## config.mk

```make
export PLATFORM = sky130hd
export DESIGN_NAME = hazard_ctrl
export DESIGN_NICKNAME = d
export VERILOG_FILES = /design/src/rtl/hazard_ctrl.sv
export SDC_FILE = /design/constraint.sdc
export NUM_CORES = 1
export LEC_CHECK = 0
export ABC_AREA = 1
export CORE_ASPECT_RATIO = 1.5
export CORE_UTILIZATION = 38
export CTS_CLUSTER_DIAMETER = 40
export DETAILED_ROUTE_END_ITERATION = 8
export PLACE_DENSITY = 0.69
export RECOVER_POWER = 25
export SLEW_MARGIN = 25
export SYNTH_ARGS = -nofsm -noshare
export SYNTH_HDL_FRONTEND = slang
export SYNTH_SLANG_ARGS = --single-unit
```

## constraint.sdc

```tcl
create_clock -name clk -period 1.51 [get_ports clk]
set_input_delay 0.151 -clock clk [delete_from_list [all_inputs] [get_ports clk]]
set_output_delay 0.151 -clock clk [all_outputs]
set_load 0.05 [all_outputs]
```

## src/rtl/hazard_ctrl.sv

```systemverilog
`default_nettype none
// ============================================================================
// Module   : hazard_ctrl
// Brief    : Stall/flush sequencer for the 5-stage RV32 pipeline, with fence
//            drain FSM and saturating stall/flush performance counters.
// Revision : 1.0  initial release
// ============================================================================
module hazard_ctrl #(
    parameter int REG_AW    = 5,
    parameter int CNT_W     = 16,
    parameter int DRAIN_CYC = 3
) (
    input  logic              clk,
    input  logic              rst,
    input  logic [REG_AW-1:0] ID_rs1,
    input  logic [REG_AW-1:0] ID_rs2,
    input  logic              ID_uses_rs1,
    input  logic              ID_uses_rs2,
    input  logic              ID_jalr,
    input  logic              ID_fence,
    input  logic [REG_AW-1:0] ID_EX_rd,
    input  logic              ID_EX_regwrite,
    input  logic              ID_EX_memread,
    input  logic [REG_AW-1:0] EX_MEM_rd,
    input  logic              EX_MEM_memread,
    input  logic              EX_redirect,
    input  logic              ICACHE_stall,
    input  logic              DCACHE_stall,
    output logic              PC_write,
    output logic              IF_ID_write,
    output logic              IF_ID_flush,
    output logic              ID_EX_flush,
    output logic              pipe_freeze,
    output logic              busy,
    output logic [CNT_W-1:0]  stall_cnt,
    output logic [CNT_W-1:0]  flush_cnt
);

    localparam logic [0:0] c_ST_RUN     = 1'b0;
    localparam logic [0:0] c_ST_DRAIN   = 1'b1;
    localparam logic [2:0] c_DRAIN_INIT = 3'(DRAIN_CYC - 1);

    logic [0:0]       r_state;
    logic [0:0]       w_state_nxt;
    logic [2:0]       r_drain_cnt;
    logic [2:0]       w_drain_cnt_nxt;
    logic [CNT_W-1:0] r_stall_cnt;
    logic [CNT_W-1:0] r_flush_cnt;
    logic             w_stall_inc;
    logic             w_flush_inc;

    logic w_lu, w_jx, w_jm, w_haz, w_freeze;
    logic w_fence_start, w_drain_hold, w_bubble;

    // x0 is hardwired zero, so a destination of 0 never creates a dependency
    assign w_lu = ID_EX_memread && (ID_EX_rd != '0) &&
                  ((ID_uses_rs1 && (ID_EX_rd == ID_rs1)) ||
                   (ID_uses_rs2 && (ID_EX_rd == ID_rs2)));
    assign w_jx = ID_jalr && ID_EX_regwrite && (ID_EX_rd != '0) && (ID_EX_rd == ID_rs1);
    assign w_jm = ID_jalr && EX_MEM_memread && (EX_MEM_rd != '0) && (EX_MEM_rd == ID_rs1);
    assign w_haz    = w_lu || w_jx || w_jm;
    assign w_freeze = ICACHE_stall || DCACHE_stall;

    assign w_fence_start = (r_state == c_ST_RUN) && ID_fence;
    assign w_drain_hold  = (r_state == c_ST_DRAIN) && (r_drain_cnt != 3'd0);
    assign w_bubble      = w_haz || w_fence_start || w_drain_hold;

    always_comb begin
        w_state_nxt     = r_state;
        w_drain_cnt_nxt = r_drain_cnt;
        w_stall_inc     = 1'b0;
        w_flush_inc     = 1'b0;
        PC_write        = 1'b1;
        IF_ID_write     = 1'b1;
        IF_ID_flush     = 1'b0;
        ID_EX_flush     = 1'b0;
        pipe_freeze     = 1'b0;

        if (rst) begin
            PC_write    = 1'b0;
            IF_ID_write = 1'b0;
            IF_ID_flush = 1'b1;
            ID_EX_flush = 1'b1;
        end else if (w_freeze) begin
            pipe_freeze = 1'b1;
            PC_write    = 1'b0;
            IF_ID_write = 1'b0;
        end else if (EX_redirect) begin
            // The ID instruction (possibly a draining fence) is squashed
            IF_ID_flush     = 1'b1;
            ID_EX_flush     = 1'b1;
            w_flush_inc     = 1'b1;
            w_state_nxt     = c_ST_RUN;
            w_drain_cnt_nxt = 3'd0;
        end else begin
            if (w_fence_start) begin
                w_state_nxt     = c_ST_DRAIN;
                w_drain_cnt_nxt = c_DRAIN_INIT;
            end else if (w_drain_hold) begin
                w_drain_cnt_nxt = r_drain_cnt - 3'd1;
            end else if ((r_state == c_ST_DRAIN) && !w_haz) begin
                w_state_nxt = c_ST_RUN;
            end

            if (w_bubble) begin
                PC_write    = 1'b0;
                IF_ID_write = 1'b0;
                ID_EX_flush = 1'b1;
                w_stall_inc = 1'b1;
            end
        end
    end

    always_ff @(posedge clk or posedge rst) begin
        if (rst) begin
            r_state     <= c_ST_RUN;
            r_drain_cnt <= 3'd0;
            r_stall_cnt <= '0;
            r_flush_cnt <= '0;
        end else begin
            r_state     <= w_state_nxt;
            r_drain_cnt <= w_drain_cnt_nxt;
            if (w_stall_inc && !(&r_stall_cnt)) r_stall_cnt <= r_stall_cnt + 1'b1;
            if (w_flush_inc && !(&r_flush_cnt)) r_flush_cnt <= r_flush_cnt + 1'b1;
        end
    end

    assign busy      = (r_state == c_ST_DRAIN);
    assign stall_cnt = r_stall_cnt;
    assign flush_cnt = r_flush_cnt;

endmodule
`default_nettype wire

```

# [After elaboration in Yosys (flattened, before gate mapping)]
# Cells that the tools add are included.
[word_totals] input_bits=32 regBits=36
[classes] n_reduce_logical=33 n_eq_ne=4 bitwise=3 n_addsub=3 mux=24
[ops] op="16-bit by 1-bit adder with 16-bit output (second input constant)" n=2
[ops] op="16-bit AND reduction" n=2
[ops] op="1-bit two-way mux" n=21
[ops] op="5-bit equality test" n=3
[ops] op="1-bit logical AND" n=15
[ops] op="5-bit nonzero test" n=2
[ops] op="3-bit two-way mux" n=3
[ops] op="3-bit nonzero test" n=3
[ops] op="1-bit logical OR" n=6
[ops] op="4-bit AND reduction" n=1
[ops] op="1-bit zero test" n=3
[ops] op="3-bit != test (second input constant)" n=1
[ops] op="1-bit inverter" n=3
[ops] op="3-bit AND reduction" n=1
[ops] op="3-bit by 1-bit subtractor with 3-bit output (second input constant)" n=1

# [Logic depth before layout (Yosys ltp)]
# Gate-level depths: netlist of the first run.
[logic_depth] depth_word=13 depth_mapped=13

# [Worst setup path before layout of the first run]
# OpenSTA, ideal clock, no wires.
[synth_timing] path_kind="register -> output" from="reg r_state, in the netlist busy" to="out PC_write" path_slack_ns=-0.999 arrival_ns=2.358 required_ns=1.359 path_stages_with_launch=8 path_cell_list="dfrtp_1 -> inv_1 -> nand2_1 -> inv_1 -> nor2_1 -> nand3_4 -> a21oi_1 -> buf_4"
[synth_via] elab_chain_len=8 word_cells_on_any_way=9
[synth_rtl] item="from (decl)" line_no="43" rtl="logic [0:0] r_state;"
[synth_rtl] item="from (signal assigned)" line_no="116" rtl="r_state <= c_ST_RUN;"
[synth_rtl] item="from (signal assigned)" line_no="121" rtl="r_state <= w_state_nxt;"
[synth_rtl] item="1-bit inverter" line_no="64" rtl="assign w_fence_start = (r_state == c_ST_RUN) && ID_fence;"
[synth_rtl] item="1-bit logical AND" line_no="64"
[synth_rtl] item="1-bit logical OR" line_no="66" rtl="assign w_bubble = w_haz || w_fence_start || w_drain_hold;"
[synth_rtl] item="1-bit logical OR *" line_no="66"
[synth_rtl] item="1-bit two-way mux * (4 in a row)"
[synth_rtl] item="to (decl)" line_no="29" rtl="output logic PC_write,"
# Every way passes the cells marked *; elsewhere a longest branch is shown, timed or not.

# [Worst setup path in the final report of the first run]
[layout_timing] from="reg r_drain_cnt[1]" to="out ID_EX_flush"
[layout_via] elab_chain_len=7
[layout_rtl] item="from (decl)" line_no="45" rtl="logic [2:0] r_drain_cnt;"
[layout_rtl] item="from (signal assigned)" line_no="122" rtl="r_drain_cnt <= w_drain_cnt_nxt;"
[layout_rtl] item="3-bit nonzero test" line_no="65" rtl="assign w_drain_hold = (r_state == c_ST_DRAIN) && (r_drain_cnt != 3'd0);"
[layout_rtl] item="1-bit logical AND" line_no="65"
[layout_rtl] item="1-bit logical OR" line_no="66"
[layout_rtl] item="1-bit two-way mux" line_no="105" rtl="if (w_bubble) begin"
[layout_rtl] item="1-bit two-way mux" line_no="88" rtl="end else if (EX_redirect) begin"
[layout_rtl] item="1-bit two-way mux" line_no="84" rtl="end else if (w_freeze) begin"
[layout_rtl] item="1-bit two-way mux" line_no="79" rtl="if (rst) begin"
[layout_rtl] item="to (decl)" line_no="32" rtl="output logic ID_EX_flush,"
# Every way passes these cells.

==> summary.txt, run 1 <==
Status
  – Result of the run: complete, but fails checks
  – Failing checks: negative setup slack

Synthesis
  – Leading register cell type out of synthesis: sky130_fd_sc_hd__dfrtp_1
  – Seq cells post-synth: 36
  – Post-Synthesis Cell Area: 2440 sq um
  – Gate count of the mapped netlist: 340
  – Cell with the most instances after synthesis: sky130_fd_sc_hd__nand2_1
  – Top-area cell type share of the netlist area: 0.3692
  – Number of flops mapped to enable cells by yosys: 0
  – Library cell occupying the most area in the post-synthesis netlist: sky130_fd_sc_hd__dfrtp_1
  – Top cells by area in the synthesized netlist: sky130_fd_sc_hd__dfrtp_1 (37%), sky130_fd_sc_hd__nand2_1 (20%), sky130_fd_sc_hd__xor2_1 (6.8%), sky130_fd_sc_hd__inv_1 (5.2%), sky130_fd_sc_hd__nor2_1 (4.9%)
  – Synthesized net count: between 300 and 400
  – Average cell area after synthesis: between 7 and 8 sq um
  – Cell variety after synth: 27
  – Ys async rst share: 1.000
  – Cell types with the highest counts after synthesis: sky130_fd_sc_hd__nand2_1 (132), sky130_fd_sc_hd__dfrtp_1 (36), sky130_fd_sc_hd__inv_1 (34)
  – Share of synthesized area occupied by flip-flops and latches: 0.3692
  – Number of synthesis warnings: 0

Floorplanning
  – Rows: 35
  – Total die area: 6752 sq um
  – Die Width: 67.43 um
  – Initial Utilization: 0.3951
  – Die height: 100.1 um
  – Floorplan core area: 6175 sq um
  – Number of top-level pins: 70

Placement
  – Final weighted congestion in routability-driven placement: slightly above 0.8
  – Post-detailed-placement half-perimeter wirelength: around 5 mm
  – Count of buffers from port buffering: 69
  – Instance area at placement: 3646 sq um
  – Setup Slack @ Placement: -0.4073 ns

STA
  – Clk_skew: ~0.0051 ns
  – Post-route worst hold slack: 0.5225 ns
  – Final critical-path setup slack: -0.2387 ns
  – Endpoints failing setup: 19
  – Crit share post-route: 1.158
  – Final count of pins violating max slew: 0
  – RSZ-0062 raised after global routing: true
  – Number of hold violations in the final report: 0
  – Fmax: 0.5719 GHz
  – Headroom to the max-slew limit: 0.5995
  – Post-layout min period: 1.749 ns
  – Slew at the pin with the worst max-slew slack: 0.6034 ns

Global route
  – First-pass GRT wire length: roughly 10 mm
  – Pin count of the biggest net entering global routing: 37
  – Via count of the first global-routing pass: 2,494
  – Final global-route overflow total: 0
  – Gr usage total: 0.2010
  – Antenna violations before repair: 0

Power and ir drop
  – Power share of the sequential group: 0.368
  – Clock share of power: 0.220
  – Peak VDD IR: 0.4399 mV
  – Net load switching power: ~0.0013 W
  – Sw Ratio: 0.3877
  – Int Power: 0.002027 W
  – Combinational Power Share: 0.412
  – Pwr/cell area: 837.4 nW/um^2
  – Total chip power: ~0.0033 W
  – Leakage: a little over 2 nW

Finish
  – Total inserted antenna cells: 0
  – End-of-flow core utilization: 0.6403
  – Cell area after layout: 3954 sq um
  – Fraction of layout instances using a drive strength above 1: 0.4367
  – Synthesis-to-layout area growth: 62.05%
  – Total number of nets in the final design: 493

Worst hold path
  – Worst Hold Class: flip-flop to flip-flop
  – Number of instances on the worst hold path: 1

Drt
  – Number of vias per cell after detailed routing: between 4 and 5
  – Final routed DRC violation total: 0
  – Detailed Route WL: 6.809 mm
  – ANT nets after route: 0
  – 1st-iter DRT viols: 107
  – Avg WL per Cell: ~13 um
  – First-pass iteration count of the detailed router: 4
  – Via count: 2,537

Setup path
  – CP Capture Point: ID_EX_flush
  – Required time reported for the critical path endpoint: 1.36 ns
  – Startpoint of the lowest-slack register-to-register path: r_drain_cnt[1]
  – Critical Path Source Type: flip-flop
  – Worst setup path category: flip-flop to primary output
  – Count of cells along the worst register-to-register path: 11
  – CP endpoint kind: primary output
  – Reg2reg end: stall_cnt[0]
  – FF-to-FF setup slack: -0.10 ns
  – Crit path from: r_drain_cnt[1]
  – Top fanout value on the critical path: 2
  – Arr. time, crit path: 1.60 ns

Clocking
  – Number of clock sinks: 36
  – Root buffer cell: sky130_fd_sc_hd__clkbuf_8
  – Longest Clk Path Bufs: 2
  – H-Tree Depth: 2
  – Clock-pin slew on the worst setup and hold paths: 0.07 ns
  – Number of buffers inserted during clock tree synthesis: 5
  – CTS tree: done
  – Clk_lat worst skew: 0.29 ns

Flow run
  – Number of maximum-capacitance constraint violations: 0
## critical path, stage by stage, from the launching register on
cell and delay, ns:
sky130_fd_sc_hd__dfrtp_1 0.38, sky130_fd_sc_hd__inv_2 0.08, sky130_fd_sc_hd__ha_4 0.15, sky130_fd_sc_hd__a21oi_4 0.06, sky130_fd_sc_hd__nor3_2 0.23, sky130_fd_sc_hd__nand2_1 0.09
sky130_fd_sc_hd__o22ai_2 0.11, sky130_fd_sc_hd__inv_2 0.06, sky130_fd_sc_hd__buf_12 0.14
## registers in the layout, summed over array words and instances (netlist names)
| signal | flops |
|---|---|
| busy | 1 |
| stall_cnt | 16 |
| flush_cnt | 16 |
| r_drain_cnt | 3 |
## power by group through the flow
stage	logic (W)	clock network (W)	registers [W]
2_1_floorplan	0.000438	0	0.00153
3_3_place_gp	0.00122	0	0.00123
3_5_place_dp	0.00125	0	0.00123
4_1_cts	0.00132	0.000751	0.00122
5_1_grt	0.00147	0.000780	0.00123
6_report	0.00136	0.000729	0.00122
## per-layer routing
metal,part of all wire,vias to the layer above,global-route usage
met5,0,-,0
met4,0.012,0,0.07692
met3,0.040,5,0.03523
met2,0.57,63,0.3900
met1,0.37,1176,0.2011
li1,-,1293,-
## kinds of logic after synthesis
kind of cell / after synthesis / synth area share
DFF: 36 / 0.3692
AOI/OAI and AO/OA: 12 / 0.02564
buffers and inverters: 43 / 0.07180
adders and majority gates: 4 / 0.02051
xor gates and xnor gates: 32 / 0.1180
and+or+nand+nor: 213 / 0.3949
## metrics by stage
| stage | std cells | TNS, ns |
|---|---|---|
| after global placement | 518 | -11.95 |
| after detailed placement | 518 | -12.02 |
| final | 532 | -2.052 |
| after floorplan | 340 | -0.7291 |
| after global routing | 532 | -3.868 |
| after CTS | 529 | -2.631 |
## how the worst min path moves through the flow
stage / startpoint / endpoint / slack (ns)
2_1_floorplan: rst / flush_cnt[12] / 0.12
3_3_place_gp: stall_cnt[15] / stall_cnt[15] / 0.49
3_5_place_dp: stall_cnt[15] / stall_cnt[15] / 0.51
4_1_cts: flush_cnt[9] / flush_cnt[9] / 0.52
5_1_grt: flush_cnt[8] / flush_cnt[8] / 0.55
6_report: flush_cnt[10] / flush_cnt[10] / 0.52
## cells in the final DEF, fill, tap and decap left out, drive strengths merged
cell type      Yosys  final
buf                4     74
dlygate4sd2        0     13
ha                 4      4
nand2            134    134
nand3             21     21
clkdlybuf4s50      0      5
xnor2             13     13
nor4               1      1
dlymetal6s2s       0     12
nor2              38     38
dlygate4sd3        0      1
nand3b             1      1
inv               39     38
a21oi              5      5
o21ai              5      5
clkbuf             0     15
o22ai              2      2
clkinvlp           0      2
nand4              7      8
nor3              11     11
xor2              19     19
dfrtp             36     36
## timing repair
item	in CTS	in global routing
pin swaps	13	25
buffers inserted	3	2
cloned	0	2
setup endpoints to repair	29	29
endpoints found under the hold margin	0	0
hold buffers	0	0
gates resized for setup	24	52
## layout make-up
type,instances,area [sq um]
Tap cell,74,92.59
Clock inverter,1,7.507
Timing Repair Buffer,113,1027
Sequential cell,36,934.6
Multi-Input combinational cell,262,1658
Inverter,39,147.6
Fill cell,530,2221
Clock buffer,7,86.33
Note: power is estimated with default switching activity, not from simulation.
==> run 2, diff against run 1 <==
--- a/config.mk
+++ b/config.mk
@@ -6,9 +6,9 @@
 export NUM_CORES = 1
 export LEC_CHECK = 0
 export ABC_AREA = 1
+export ABC_CLOCK_PERIOD_IN_PS = 1510
 export CORE_ASPECT_RATIO = 1.5
 export CORE_UTILIZATION = 38
-export CTS_CLUSTER_DIAMETER = 40
 export DETAILED_ROUTE_END_ITERATION = 8
 export PLACE_DENSITY = 0.69
 export RECOVER_POWER = 25
==> results of run 2 <==
Same layout as run 1: the final DEF is identical, and so are final timing and power.
